<file path="config.mk">
export PLATFORM = sky130hd
export DESIGN_NAME = mem_ctrl
export DESIGN_NICKNAME = d
export VERILOG_FILES = /design/src/rtl/mem_ctrl.sv
export SDC_FILE = /design/constraint.sdc
export NUM_CORES = 1
export LEC_CHECK = 0
export ABC_CLOCK_PERIOD_IN_PS = 3930
export BUFFER_PORTS_ARGS = -buffer_cell sky130_fd_sc_hd__buf_2
export CAP_MARGIN = 5
export CORE_UTILIZATION = 53
export DETAILED_ROUTE_END_ITERATION = 16
export GPL_TIMING_DRIVEN = 0
export PLACE_DENSITY = 0.79
export SYNTH_ARGS = -nofsm -noshare
export SYNTH_HDL_FRONTEND = slang
export SYNTH_SLANG_ARGS = --single-unit
</file>
<file path="constraint.sdc">
create_clock -name clk -period 3.93 [get_ports clk]
set_input_delay 0 -clock clk [delete_from_list [all_inputs] [get_ports clk]]
set_output_delay 0 -clock clk [all_outputs]
set_load 0.005 [all_outputs]
</file>
<file path="src/rtl/mem_ctrl.sv">
// Byte-serial RAM controller shared by the IF and MEM stages; splits 1/2/4-byte accesses into byte cycles.
// Define MEM_CTRL_FETCH_BUF_EN to add a one-entry fetch buffer that serves repeat fetches without RAM cycles.
module mem_ctrl #(
  parameter int unsigned ADDR_W = 17
) (
  input  logic              clk,
  input  logic              rst,
  input  logic              if_req,
  input  logic [31:0]       if_addr,
  output logic [31:0]       if_data,
  output logic              if_done,
  input  logic              mem_req,
  input  logic              mem_we,
  input  logic [1:0]        mem_size,
  input  logic [31:0]       mem_addr,
  input  logic [31:0]       mem_wdata,
  output logic [31:0]       mem_rdata,
  output logic              mem_done,
  output logic              if_stall_req,
  output logic              mem_stall_req,
  output logic [ADDR_W-1:0] ram_addr,
  output logic [7:0]        ram_dout,
  output logic              ram_wr,
  input  logic [7:0]        ram_din
);

  localparam logic [1:0] S_IDLE = 2'd0;
  localparam logic [1:0] S_RD   = 2'd1;
  localparam logic [1:0] S_WR   = 2'd2;
  localparam logic [1:0] S_DONE = 2'd3;

  logic [1:0]        state_q, state_d;
  logic [ADDR_W-1:0] addr_q, addr_d;
  logic [2:0]        nbytes_q, nbytes_d;
  logic [2:0]        cnt_q, cnt_d;
  logic [31:0]       wdata_q, wdata_d;
  logic              owner_if_q, owner_if_d;
  logic [31:0]       data_q, data_d;
  logic [ADDR_W-1:0] ram_addr_q, ram_addr_d;
  logic [7:0]        ram_dout_q, ram_dout_d;
  logic              ram_wr_q, ram_wr_d;
  logic              if_done_q, if_done_d;
  logic              mem_done_q, mem_done_d;
  logic [31:0]       if_data_q, if_data_d;
  logic [31:0]       mem_rdata_q, mem_rdata_d;
`ifdef MEM_CTRL_FETCH_BUF_EN
  logic              fb_valid_q, fb_valid_d;
  logic [ADDR_W-1:0] fb_tag_q, fb_tag_d;
  logic [31:0]       fb_word_q, fb_word_d;
`endif

  // step = edge number E(k) after the accept edge; read bytes land two edges after their address
  logic [2:0] step;
  logic [1:0] rd_idx;
  logic [1:0] wr_idx;
  logic       unused_hi;

  assign step      = cnt_q + 3'd1;
  assign rd_idx    = 2'(step - 3'd2);
  assign wr_idx    = step[1:0];
  assign unused_hi = &{1'b0, if_addr[31:ADDR_W], mem_addr[31:ADDR_W], wdata_q[7:0]};

  always_comb begin
    state_d     = state_q;
    addr_d      = addr_q;
    nbytes_d    = nbytes_q;
    cnt_d       = cnt_q;
    wdata_d     = wdata_q;
    owner_if_d  = owner_if_q;
    data_d      = data_q;
    ram_addr_d  = ram_addr_q;
    ram_dout_d  = ram_dout_q;
    ram_wr_d    = ram_wr_q;
    if_done_d   = 1'b0;
    mem_done_d  = 1'b0;
    if_data_d   = if_data_q;
    mem_rdata_d = mem_rdata_q;
`ifdef MEM_CTRL_FETCH_BUF_EN
    fb_valid_d  = fb_valid_q;
    fb_tag_d    = fb_tag_q;
    fb_word_d   = fb_word_q;
`endif
    case (state_q)
      S_IDLE: begin
        if (mem_req) begin
          owner_if_d = 1'b0;
          addr_d     = mem_addr[ADDR_W-1:0];
          wdata_d    = mem_wdata;
          case (mem_size)
            2'd0:    nbytes_d = 3'd1;
            2'd1:    nbytes_d = 3'd2;
            default: nbytes_d = 3'd4;
          endcase
          ram_addr_d = mem_addr[ADDR_W-1:0];
          cnt_d      = 3'd0;
          data_d     = '0;
          if (mem_we) begin
            ram_wr_d   = 1'b1;
            ram_dout_d = mem_wdata[7:0];
            state_d    = S_WR;
          end else begin
            ram_wr_d = 1'b0;
            state_d  = S_RD;
          end
        end else if (if_req) begin
`ifdef MEM_CTRL_FETCH_BUF_EN
          if (fb_valid_q && fb_tag_q == if_addr[ADDR_W-1:0]) begin
            if_data_d = fb_word_q;
            if_done_d = 1'b1;
            state_d   = S_DONE;
          end else
`endif
          begin
            owner_if_d = 1'b1;
            addr_d     = if_addr[ADDR_W-1:0];
            nbytes_d   = 3'd4;
            ram_addr_d = if_addr[ADDR_W-1:0];
            ram_wr_d   = 1'b0;
            cnt_d      = 3'd0;
            data_d     = '0;
            state_d    = S_RD;
          end
        end
      end
      S_RD: begin
        cnt_d = step;
        if (step < nbytes_q) ram_addr_d = addr_q + ADDR_W'(step);
        if (step >= 3'd2) data_d[{rd_idx, 3'b000} +: 8] = ram_din;
        if (step == nbytes_q + 3'd1) begin
          state_d = S_DONE;
          if (owner_if_q) begin
            if_done_d = 1'b1;
            if_data_d = data_d;
`ifdef MEM_CTRL_FETCH_BUF_EN
            fb_valid_d = 1'b1;
            fb_tag_d   = addr_q;
            fb_word_d  = data_d;
`endif
          end else begin
            mem_done_d  = 1'b1;
            mem_rdata_d = data_d;
          end
        end
      end
      S_WR: begin
        cnt_d = step;
        if (step < nbytes_q) begin
          ram_addr_d = addr_q + ADDR_W'(step);
          ram_dout_d = wdata_q[{wr_idx, 3'b000} +: 8];
        end else begin
          ram_wr_d   = 1'b0;
          mem_done_d = 1'b1;
          state_d    = S_DONE;
`ifdef MEM_CTRL_FETCH_BUF_EN
          fb_valid_d = 1'b0;
`endif
        end
      end
      default: state_d = S_IDLE;
    endcase
  end

  always_ff @(posedge clk) begin
    if (rst) begin
      state_q     <= S_IDLE;
      addr_q      <= '0;
      nbytes_q    <= '0;
      cnt_q       <= '0;
      wdata_q     <= '0;
      owner_if_q  <= 1'b0;
      data_q      <= '0;
      ram_addr_q  <= '0;
      ram_dout_q  <= '0;
      ram_wr_q    <= 1'b0;
      if_done_q   <= 1'b0;
      mem_done_q  <= 1'b0;
      if_data_q   <= '0;
      mem_rdata_q <= '0;
`ifdef MEM_CTRL_FETCH_BUF_EN
      fb_valid_q  <= 1'b0;
      fb_tag_q    <= '0;
      fb_word_q   <= '0;
`endif
    end else begin
      state_q     <= state_d;
      addr_q      <= addr_d;
      nbytes_q    <= nbytes_d;
      cnt_q       <= cnt_d;
      wdata_q     <= wdata_d;
      owner_if_q  <= owner_if_d;
      data_q      <= data_d;
      ram_addr_q  <= ram_addr_d;
      ram_dout_q  <= ram_dout_d;
      ram_wr_q    <= ram_wr_d;
      if_done_q   <= if_done_d;
      mem_done_q  <= mem_done_d;
      if_data_q   <= if_data_d;
      mem_rdata_q <= mem_rdata_d;
`ifdef MEM_CTRL_FETCH_BUF_EN
      fb_valid_q  <= fb_valid_d;
      fb_tag_q    <= fb_tag_d;
      fb_word_q   <= fb_word_d;
`endif
    end
  end

  assign if_data       = if_data_q;
  assign if_done       = if_done_q;
  assign mem_rdata     = mem_rdata_q;
  assign mem_done      = mem_done_q;
  assign ram_addr      = ram_addr_q;
  assign ram_dout      = ram_dout_q;
  assign ram_wr        = ram_wr_q;
  assign if_stall_req  = if_req & ~if_done_q;
  assign mem_stall_req = mem_req & ~mem_done_q;

endmodule

</file>
==> results of run 1 <==
[Yosys cell counts (5+ instances only)]
master	number
a211oi_1	85
a21oi_1	49
a22oi_1	34
a31oi_1	6
and2_1	37
and3_1	5
buf_1	5
buf_2	13
clkbuf_1	49
dfxtp_1	182
ha_1	18
inv_1	13
mux2_2	8
mux2i_1	26
mux4_2	8
nand2_1	86
nand3_1	42
nor2_1	106
nor3_1	7
o211ai_1	5
o21ai_0	46
xnor2_1	7
xor2_1	10
[critical path: cells and delay by family (launching register included)]
kind / cells / cell delay [ns]
DFF: 1 / 0.50
AOI/OAI and AO/OA: 3 / 0.81
buffers and inverters: 3 / 0.73
xor gates and xnor gates: 1 / 0.16
adders and majority gates: 2 / 0.91
and+or+nand+nor: 1 / 0.32
[final timing paths]
kind / depth (start not counted) / end / slack [ns]
worst max-delay path: 10 / ram_addr[4]$_SDFFE_PP0P_ / 0.45
worst min-delay path: 5 / ram_addr[5]$_SDFFE_PP0P_ / 0.0003
worst max register to register: 10 / ram_addr[4]$_SDFFE_PP0P_ / 0.45
worst min register to register: 2 / wdata_q[26]$_SDFFE_PP0P_ / 0.45
[per-stage QoR]
step / util (%) / cells
3_5_place_dp: 62.26 / 1260
4_1_cts: 70.11 / 1349
5_1_grt: 70.11 / 1349
2_1_floorplan: - / 902
3_3_place_gp: 62.26 / 1260
6_report: 70.11 / 1349
[cell families (layout without fill, tap and decap cells)]
| kind of cell | count (synthesis) | count (layout) | synth area share [%] |
|---|---|---|---|
| DFF | 182 | 182 | 45.64 |
| buffers and inverters | 84 | 347 | 4.342 |
| adders and majority gates | 19 | 19 | 3.072 |
| xor gates and xnor gates | 18 | 18 | 2.069 |
| muxes | 42 | 42 | 6.646 |
| and+or+nand+nor | 307 | 307 | 17.74 |
| AOI/OAI and AO/OA | 250 | 250 | 20.49 |
[state kept, by name, indices dropped and copies added (netlist names), 3 cells and up]
signal / count
data_q: 32
if_data: 32
mem_rdata: 32
wdata_q: 32
addr_q: 17
ram_addr: 17
ram_dout: 8
cnt_q: 3
nbytes_q: 3
[power by group through the flow]
stage,registers [mW],logic (mW),clock network (mW)
5_1_grt,2.55,2.75,1.79
4_1_cts,2.50,2.46,1.69
3_5_place_dp,2.53,2.39,0
3_3_place_gp,2.52,2.34,0
2_1_floorplan,2.51,1.59,0
6_report,2.51,2.49,1.69
[timing repair]
| item | 4_1_cts | 5_1_grt |
|---|---|---|
| endpoints found under the hold margin | 55 | 0 |
| setup endpoints to repair | 0 | 0 |
| hold buffers | 57 | 0 |
[area by class of cell]
cell class                      instances  area (um2)  area share, %
Inverter                               13       48.80         0.4771
Sequential cell                       182        3643          35.62
Tap cell                              184       230.2          2.251
Timing Repair Buffer                  231        1441          14.09
Clock buffer                           21       450.4          4.404
Multi-Input combinational cell        636        3993          39.03
Clock inverter                         11       123.9          1.211
Buffer                                 71       297.8          2.911
[routing by layer]
metal  GRT usage, %  vias to the layer above  share of wire, %
li1               -                     3731                 -
met1          38.86                     3690                42
met5              0                        -                 0
met2          50.73                      372                48
met3          6.701                       57               7.6
met4          12.47                        0               2.8
==> metrics, run 1 <==
outcome completed; I/O Buffers 174; asr flop ratio synth 0%; Yosys cell types 52; Clk Latency, worst-skew pair 0.43 ns; GRT Total Usage 30.75%; sequential-to-total area share from yosys stat 45.64%; CTS H-tree depth 4; YS warnings 0; vias in the first global route 7583; total gr overflow 0; Fillers 1158; register share of total power 37.5%; Die Footprint 15560 um2; commonest non-fill, non-tap cell in the layout buf_2; post-place setup slack 0.4587 ns; ANT cells 0; critical path, cell by cell inv_1, ha_1, buf_2, inv_1, fa_1, nor2b_1, o21ai_0, xor2_1, a2111oi_0, a31o_2; placer congestion estimate 0.8985; Worst EP required 4.31 ns; period utilisation layout 88.63%; Detail Route Antenna Nets 0; area fraction of the dominant cell type after synthesis 45.64%; DRC Markers 0; max-cap viol count 0; PnR worst setup slack 0.4468 ns; Avg Inst Size Synth 8.850 um2; pins over their slew limit 0; Detailed Routing Iterations Pass 1 5; total CTS buffers 17; clock tree from TritonCTS built; clk root buf clkbuf_16; CP max stage delay 0.50 ns; Avg WL per Cell 17.50 um; Vias/cell 5.819; Mapped Cells 902; Rows 44; Synth area leaders dfxtp_1, a211oi_1, nor2_1; largest net degree at the start of global routing 17; Setup crit start cnt_q[0]$_SDFFE_PP0P_; number of synthesized flops with an enable pin 0; Clk pwr share 25.3%; FF-to-FF Start cnt_q[0]$_SDFFE_PP0P_; Critical Path AT 3.86 ns; largest area contributor in the netlist dfxtp_1; Psw 2.509 mW; kind of end point of the critical path flip-flop; Pwr Total 6.687 mW; RSZ-0062 raised after global routing false; Syn-to-layout area delta 28.14%; hold_sp mem_addr[5]; main flop type after synthesis dfxtp_1; startpoint types flip-flop; critical path class reg -> reg; Post-Synthesis Cell Area 7983 um2; DR iter-0 viols 698; Die Span X 124.7 um; Detailed Place HPWL 16200 um; num ports 205; share of cells above drive strength 1 20.94%; cell mode on critical path inv_1; design area 10230 um2; initial antenna violation count 0; Worst Hold Class in -> reg; NumNets Final 1282; Slew HR 23.10%; Hold Vio Cnt, Final 0; post-cts sizing count 0; Pint 4.179 mW; Cell Area, Placed 9084 um2; flops & latches, synth 182; most frequent cells in the layout buf_2, dfxtp_1, nor2_1; Post CTS Setup Buffer Count 0; combinational power share 37.2%; post-layout minimum cycle time 3.483 ns; CTS clk-pin slew, worst paths 0.07 ns; actual slew at the worst max-slew pin 1.148 ns; die height 124.7 um; Setup Total Neg Slack 0 ns; Leakage 4.196 nW; vias 7850; Fmax 287.1 MHz; Power Dens Cells 653.8 nW/um2; CP max-delay cell dfxtp_1; VDD IR max 0.4711 mV; Starting Density 54.72%; Fin Clk Skew 0.009597 ns; CP Max Fanout 10; Clock Path Buffers 2; Fin Hold WS 0.0003034 ns; DRT Wirelength 23610 um; Sw Share 37.51%; global-route wire length before repair 38290 um; final setup fails 0; TritonCTS Sinks 182; post-synth net total 1032; core area 14590 um2
Note: power is estimated with default switching activity, not from simulation.
==> run 2: changes to the inputs <==
CTS_BUF_LIST = sky130_fd_sc_hd__clkbuf_4 sky130_fd_sc_hd__clkbuf_8 sky130_fd_sc_hd__clkbuf_16   (was default)
==> run 2 against run 1 <==
- global-route usage increased by 0.13 points
- register-to-register slack got worse by 0.02 ns
- sequential cell count unchanged
- critical path depth unchanged
- the run now ends with negative hold slack left
- routed wire length increased by 0.52%
- clock-buffer cell count unchanged
- largest cell class unchanged
==> metrics, run 2 (same netlist as run 1, synthesis figures left out) <==
outcome finished, violations left; failing checks negative hold slack; Pint 4.199 mW; core area 14590 um2; Cell Area, Placed 9084 um2; startpoint types flip-flop; vias in the first global route 7522; VDD IR max 0.4727 mV; critical path class reg -> reg; GRT Total Usage 30.88%; Slew HR 23.19%; CTS H-tree depth 4; CP Max Fanout 10; Starting Density 54.72%; design area 10240 um2; Leakage 4.207 nW; DR iter-0 viols 721; Die Footprint 15560 um2; vias 7804; register share of total power 37.3%; Hold Vio Cnt, Final 1; DRC Markers 0; clk root buf clkbuf_16; Detailed Routing Iterations Pass 1 5; Avg WL per Cell 17.59 um; I/O Buffers 174; kind of end point of the critical path flip-flop; Worst EP required 4.31 ns; die height 124.7 um; ANT cells 0; Detailed Place HPWL 16200 um; global-route wire length before repair 38290 um; Setup Total Neg Slack 0 ns; Psw 2.517 mW; CTS clk-pin slew, worst paths 0.07 ns; num ports 205; DRT Wirelength 23740 um; NumNets Final 1282; Clock Path Buffers 2; Worst Hold Class in -> reg; Clk pwr share 25.6%; clock tree from TritonCTS built; cell mode on critical path inv_1; Post CTS Setup Buffer Count 0; CP max stage delay 0.50 ns; pins over their slew limit 0; max-cap viol count 0; Vias/cell 5.785; cell count of the worst reg-to-reg path 10; Fin Clk Skew 0.009077 ns; combinational power share 37.1%; commonest non-fill, non-tap cell in the layout buf_2; most frequent cells in the layout buf_2, dfxtp_1, nor2_1; Fmax 285.5 MHz; TritonCTS Sinks 182; total CTS buffers 17; largest net degree at the start of global routing 17; critical path, cell by cell inv_1, ha_1, buf_2, inv_1, fa_1, nor2b_1, o21ai_0, xor2_1, a2111oi_0, a31o_2; period utilisation layout 89.14%; Critical Path AT 3.88 ns; RSZ-0062 raised after global routing false; worst reg2reg endpoint ram_addr[4]$_SDFFE_PP0P_; initial antenna violation count 0; share of cells above drive strength 1 21.20%; Die Span X 124.7 um; Power Dens Cells 655.9 nW/um2; total gr overflow 0; final setup fails 0; Syn-to-layout area delta 28.28%; flop-to-flop setup slack 0.43 ns; actual slew at the worst max-slew pin 1.147 ns; placer congestion estimate 0.8985; WHS Path Cells 5; Sw Share 37.47%; CP max-delay cell dfxtp_1; Rows 44; hold_sp mem_addr[5]; FF-to-FF Start cnt_q[0]$_SDFFE_PP0P_; Clk Latency, worst-skew pair 0.43 ns; Detail Route Antenna Nets 0; Hold EP ram_addr[5]$_SDFFE_PP0P_; Fin Hold WS -0.002114 ns; post-layout minimum cycle time 3.503 ns
[run 2: timing repair]
item | 4_1_cts | 5_1_grt
gates resized for setup | 0 | 0
endpoints found under the hold margin | 55 | 0
hold buffers | 57 | 0
[run 2: power by group through the flow]
stage / Sequential, mW / Combinational, mW / Clock [mW]
floorplan: 2.51 / 1.59 / 0
global placement: 2.52 / 2.34 / 0
detailed placement: 2.53 / 2.39 / 0
CTS: 2.50 / 2.46 / 1.71
global route: 2.55 / 2.75 / 1.81
finish: 2.51 / 2.49 / 1.72
[run 2: how the worst max path moves through the flow]
stage,from,endpoint,slack (ns)
6_report,cnt_q[0]$_SDFFE_PP0P_,ram_addr[4]$_SDFFE_PP0P_,0.43
3_5_place_dp,cnt_q[0]$_SDFFE_PP0P_,ram_addr[4]$_SDFFE_PP0P_,0.46
2_1_floorplan,cnt_q[0]$_SDFFE_PP0P_,ram_addr[4]$_SDFFE_PP0P_,1.09
3_3_place_gp,cnt_q[0]$_SDFFE_PP0P_,ram_addr[4]$_SDFFE_PP0P_,0.47
5_1_grt,cnt_q[0]$_SDFFE_PP0P_,ram_addr[4]$_SDFFE_PP0P_,0.22
4_1_cts,cnt_q[0]$_SDFFE_PP0P_,ram_addr[4]$_SDFFE_PP0P_,0.43
[run 2: metrics by stage]
step,utilization [%],power [mW],std cells,worst slack [ns]
2_1_floorplan,-,4.099,902,1.089
3_3_place_gp,62.26,4.864,1260,0.4689
3_5_place_dp,62.26,4.922,1260,0.4587
4_1_cts,70.19,6.666,1349,0.4337
5_1_grt,70.19,7.113,1349,0.2171
6_report,70.19,6.716,1349,0.4269
[run 2: critical path, delay by kind of cell (launching register included)]
kind	cells	cell delay [ns]
xor gates and xnor gates	1	0.16
DFF	1	0.50
and+or+nand+nor	1	0.33
adders and majority gates	2	0.92
AOI/OAI and AO/OA	3	0.82
buffers and inverters	3	0.73
[run 2: area by class of cell]
class / count / area [um2]
well taps: 184 / 230.2
repair buffers: 231 / 1441
fillers: 1160 / 4349
clock inverters: 11 / 123.9
inverters: 13 / 48.80
clock buffers: 21 / 461.7
plain buffers: 71 / 297.8
flip-flops and latches: 182 / 3643
multi-input cells: 636 / 3993
[run 2: metal layers]
layer / wire, um / share of wire, % / vias to the layer above / global-route usage [%]
li1: - / - / 3724 / -
met4: 705 / 3.0 / 0 / 12.69
met1: 9953 / 42 / 3666 / 38.95
met5: 0 / 0 / - / 0
met3: 1802 / 7.6 / 53 / 6.830
met2: 11270 / 47 / 361 / 50.89
==> run 3: changes to the inputs <==
--- a/config.mk
+++ b/config.mk
@@ -12,2 +12,3 @@
 export CTS_BUF_LIST = sky130_fd_sc_hd__clkbuf_4 sky130_fd_sc_hd__clkbuf_8 sky130_fd_sc_hd__clkbuf_16
+export CTS_CLUSTER_DIAMETER = 30
 export DETAILED_ROUTE_END_ITERATION = 16
==> constraint.sdc (replaced) <==
create_clock -name clk -period 3.93 [get_ports clk]
set_input_delay 0.393 -clock clk [delete_from_list [all_inputs] [get_ports clk]]
set_output_delay 0.393 -clock clk [all_outputs]
set_load 0.005 [all_outputs]
==> run 3 against run 2 <==
- the flow now finishes without violations
- combinational power decreased by 3%
- sequential share of layout area up 2.1 points
- setup slack better by 0.053 ns
- total power decreased by 1.3%
- first-iteration DRC count rose by 2.1%
- sequential power barely moved
- critical endpoint unchanged
- largest power group unchanged
==> metrics, run 3 (same netlist as run 1, synthesis figures left out) <==
outcome completed; period utilisation layout 87.78%; NumNets Final 1225; die height 124.7 um; Leakage 3.971 nW; Power Dens Cells 685.9 nW/um2; Detailed Routing Iterations Pass 1 5; Clk Latency, worst-skew pair 0.43 ns; post-layout minimum cycle time 3.450 ns; DRC Markers 0; critical path class reg -> reg; Setup Total Neg Slack 0 ns; flop-to-flop setup slack 0.48 ns; post-cts sizing count 0; initial antenna violation count 0; GRT Total Usage 29.34%; Starting Density 54.72%; Fin Clk Skew 0.008953 ns; Core Util, Final 66.28%; DRT Wirelength 22550 um; Clock Path Buffers 2; Detailed Place HPWL 16200 um; largest net degree at the start of global routing 17; Syn-to-layout area delta 21.13%; global-route wire length before repair 36480 um; I/O Buffers 174; pins over their slew limit 0; startpoint types flip-flop; clock tree from TritonCTS built; Worst EP required 4.31 ns; VDD IR max 0.4642 mV; core area 14590 um2; ANT cells 0; commonest non-fill, non-tap cell in the layout buf_2; Vias/cell 5.796; max-cap viol count 0; Avg WL per Cell 17.46 um; vias in the first global route 7154; Post CTS Setup Buffer Count 0; Die Span X 124.7 um; num ports 205; most frequent cells in the layout buf_2, dfxtp_1, nor2_1; Slew HR 25.52%; placer congestion estimate 0.8985; PnR worst setup slack 0.4802 ns; CTS H-tree depth 4; total CTS buffers 17; Rows 44; TritonCTS Sinks 182; share of cells above drive strength 1 22.29%; clk root buf clkbuf_16; Worst Hold Class in -> reg; Fin Hold WS 0.1974 ns; Detail Route Antenna Nets 0; CTS clk-pin slew, worst paths 0.07 ns; actual slew at the worst max-slew pin 1.112 ns; post-place setup slack 0.4587 ns; CP Max Fanout 10; RSZ-0062 raised after global routing false; final setup fails 0; Hold Buf Count CTS 0; Fillers 1248; kind of end point of the critical path flip-flop; Hold Vio Cnt, Final 0; vias 7488; Critical Path AT 3.83 ns; Die Footprint 15560 um2; total gr overflow 0; DR iter-0 viols 736; Fmax 289.9 MHz
## run 3: changes by cell type in the layout (fill, tap and decap cells not counted), sizes merged
cell         before  now
dlygate4sd3      57    0
## run 3: report_power, final
group	internal, mW	switching [mW]	total, mW	leakage, nW
combinational	0.938	1.49	2.42	2.20
sequential	2.24	0.262	2.50	1.48
clock	0.978	0.727	1.71	0.290
total	4.16	2.47	6.63	3.97
## run 3: per-layer routing
metal / part of all wire (%) / GRT usage, % / wire (um) / vias up
li1: - / - / - / 3608
met1: 44 / 38.28 / 9941 / 3529
met5: 0 / 0 / 0 / -
met2: 46 / 47.25 / 10480 / 301
met3: 6.8 / 6.143 / 1524 / 50
met4: 2.7 / 11.76 / 601 / 0
## run 3: worst paths after layout
| path | from | to | cells past startpoint |
|---|---|---|---|
| setup / recovery | cnt_q[0]$_SDFFE_PP0P_ | ram_addr[4]$_SDFFE_PP0P_ | 10 |
| hold / removal | mem_wdata[13] | wdata_q[13]$_SDFFE_PP0P_ | 3 |
| setup reg to reg | cnt_q[0]$_SDFFE_PP0P_ | ram_addr[4]$_SDFFE_PP0P_ | 10 |
| hold reg to reg | wdata_q[22]$_SDFFE_PP0P_ | wdata_q[22]$_SDFFE_PP0P_ | 2 |
## run 3: layout make-up
type	instances	area [um2]	share of cell area, %
Sequential cell	182	3643	37.68
Buffer	71	297.8	3.080
Clock buffer	21	461.7	4.775
Timing Repair Buffer	174	870.8	9.006
Inverter	13	48.80	0.5047
Clock inverter	11	123.9	1.281
Tap cell	184	230.2	2.381
Multi-Input combinational cell	636	3993	41.29
## run 3: critical path: stages (launching register included)
cell and delay (ns):
dfxtp_1 0.50, inv_1 0.21, ha_1 0.46, buf_2 0.35
inv_1 0.17, fa_1 0.46, nor2b_1 0.32, o21ai_0 0.16
xor2_1 0.16, a2111oi_0 0.46, a31o_2 0.16
## run 3: stage by stage
stage	cells	cell area, um2	total power, mW
4_1_cts	1292	9669	6.619
3_3_place_gp	1260	9084	4.864
5_1_grt	1292	9669	7.045
3_5_place_dp	1260	9084	4.922
2_1_floorplan	902	7983	4.099
6_report	1292	9669	6.632
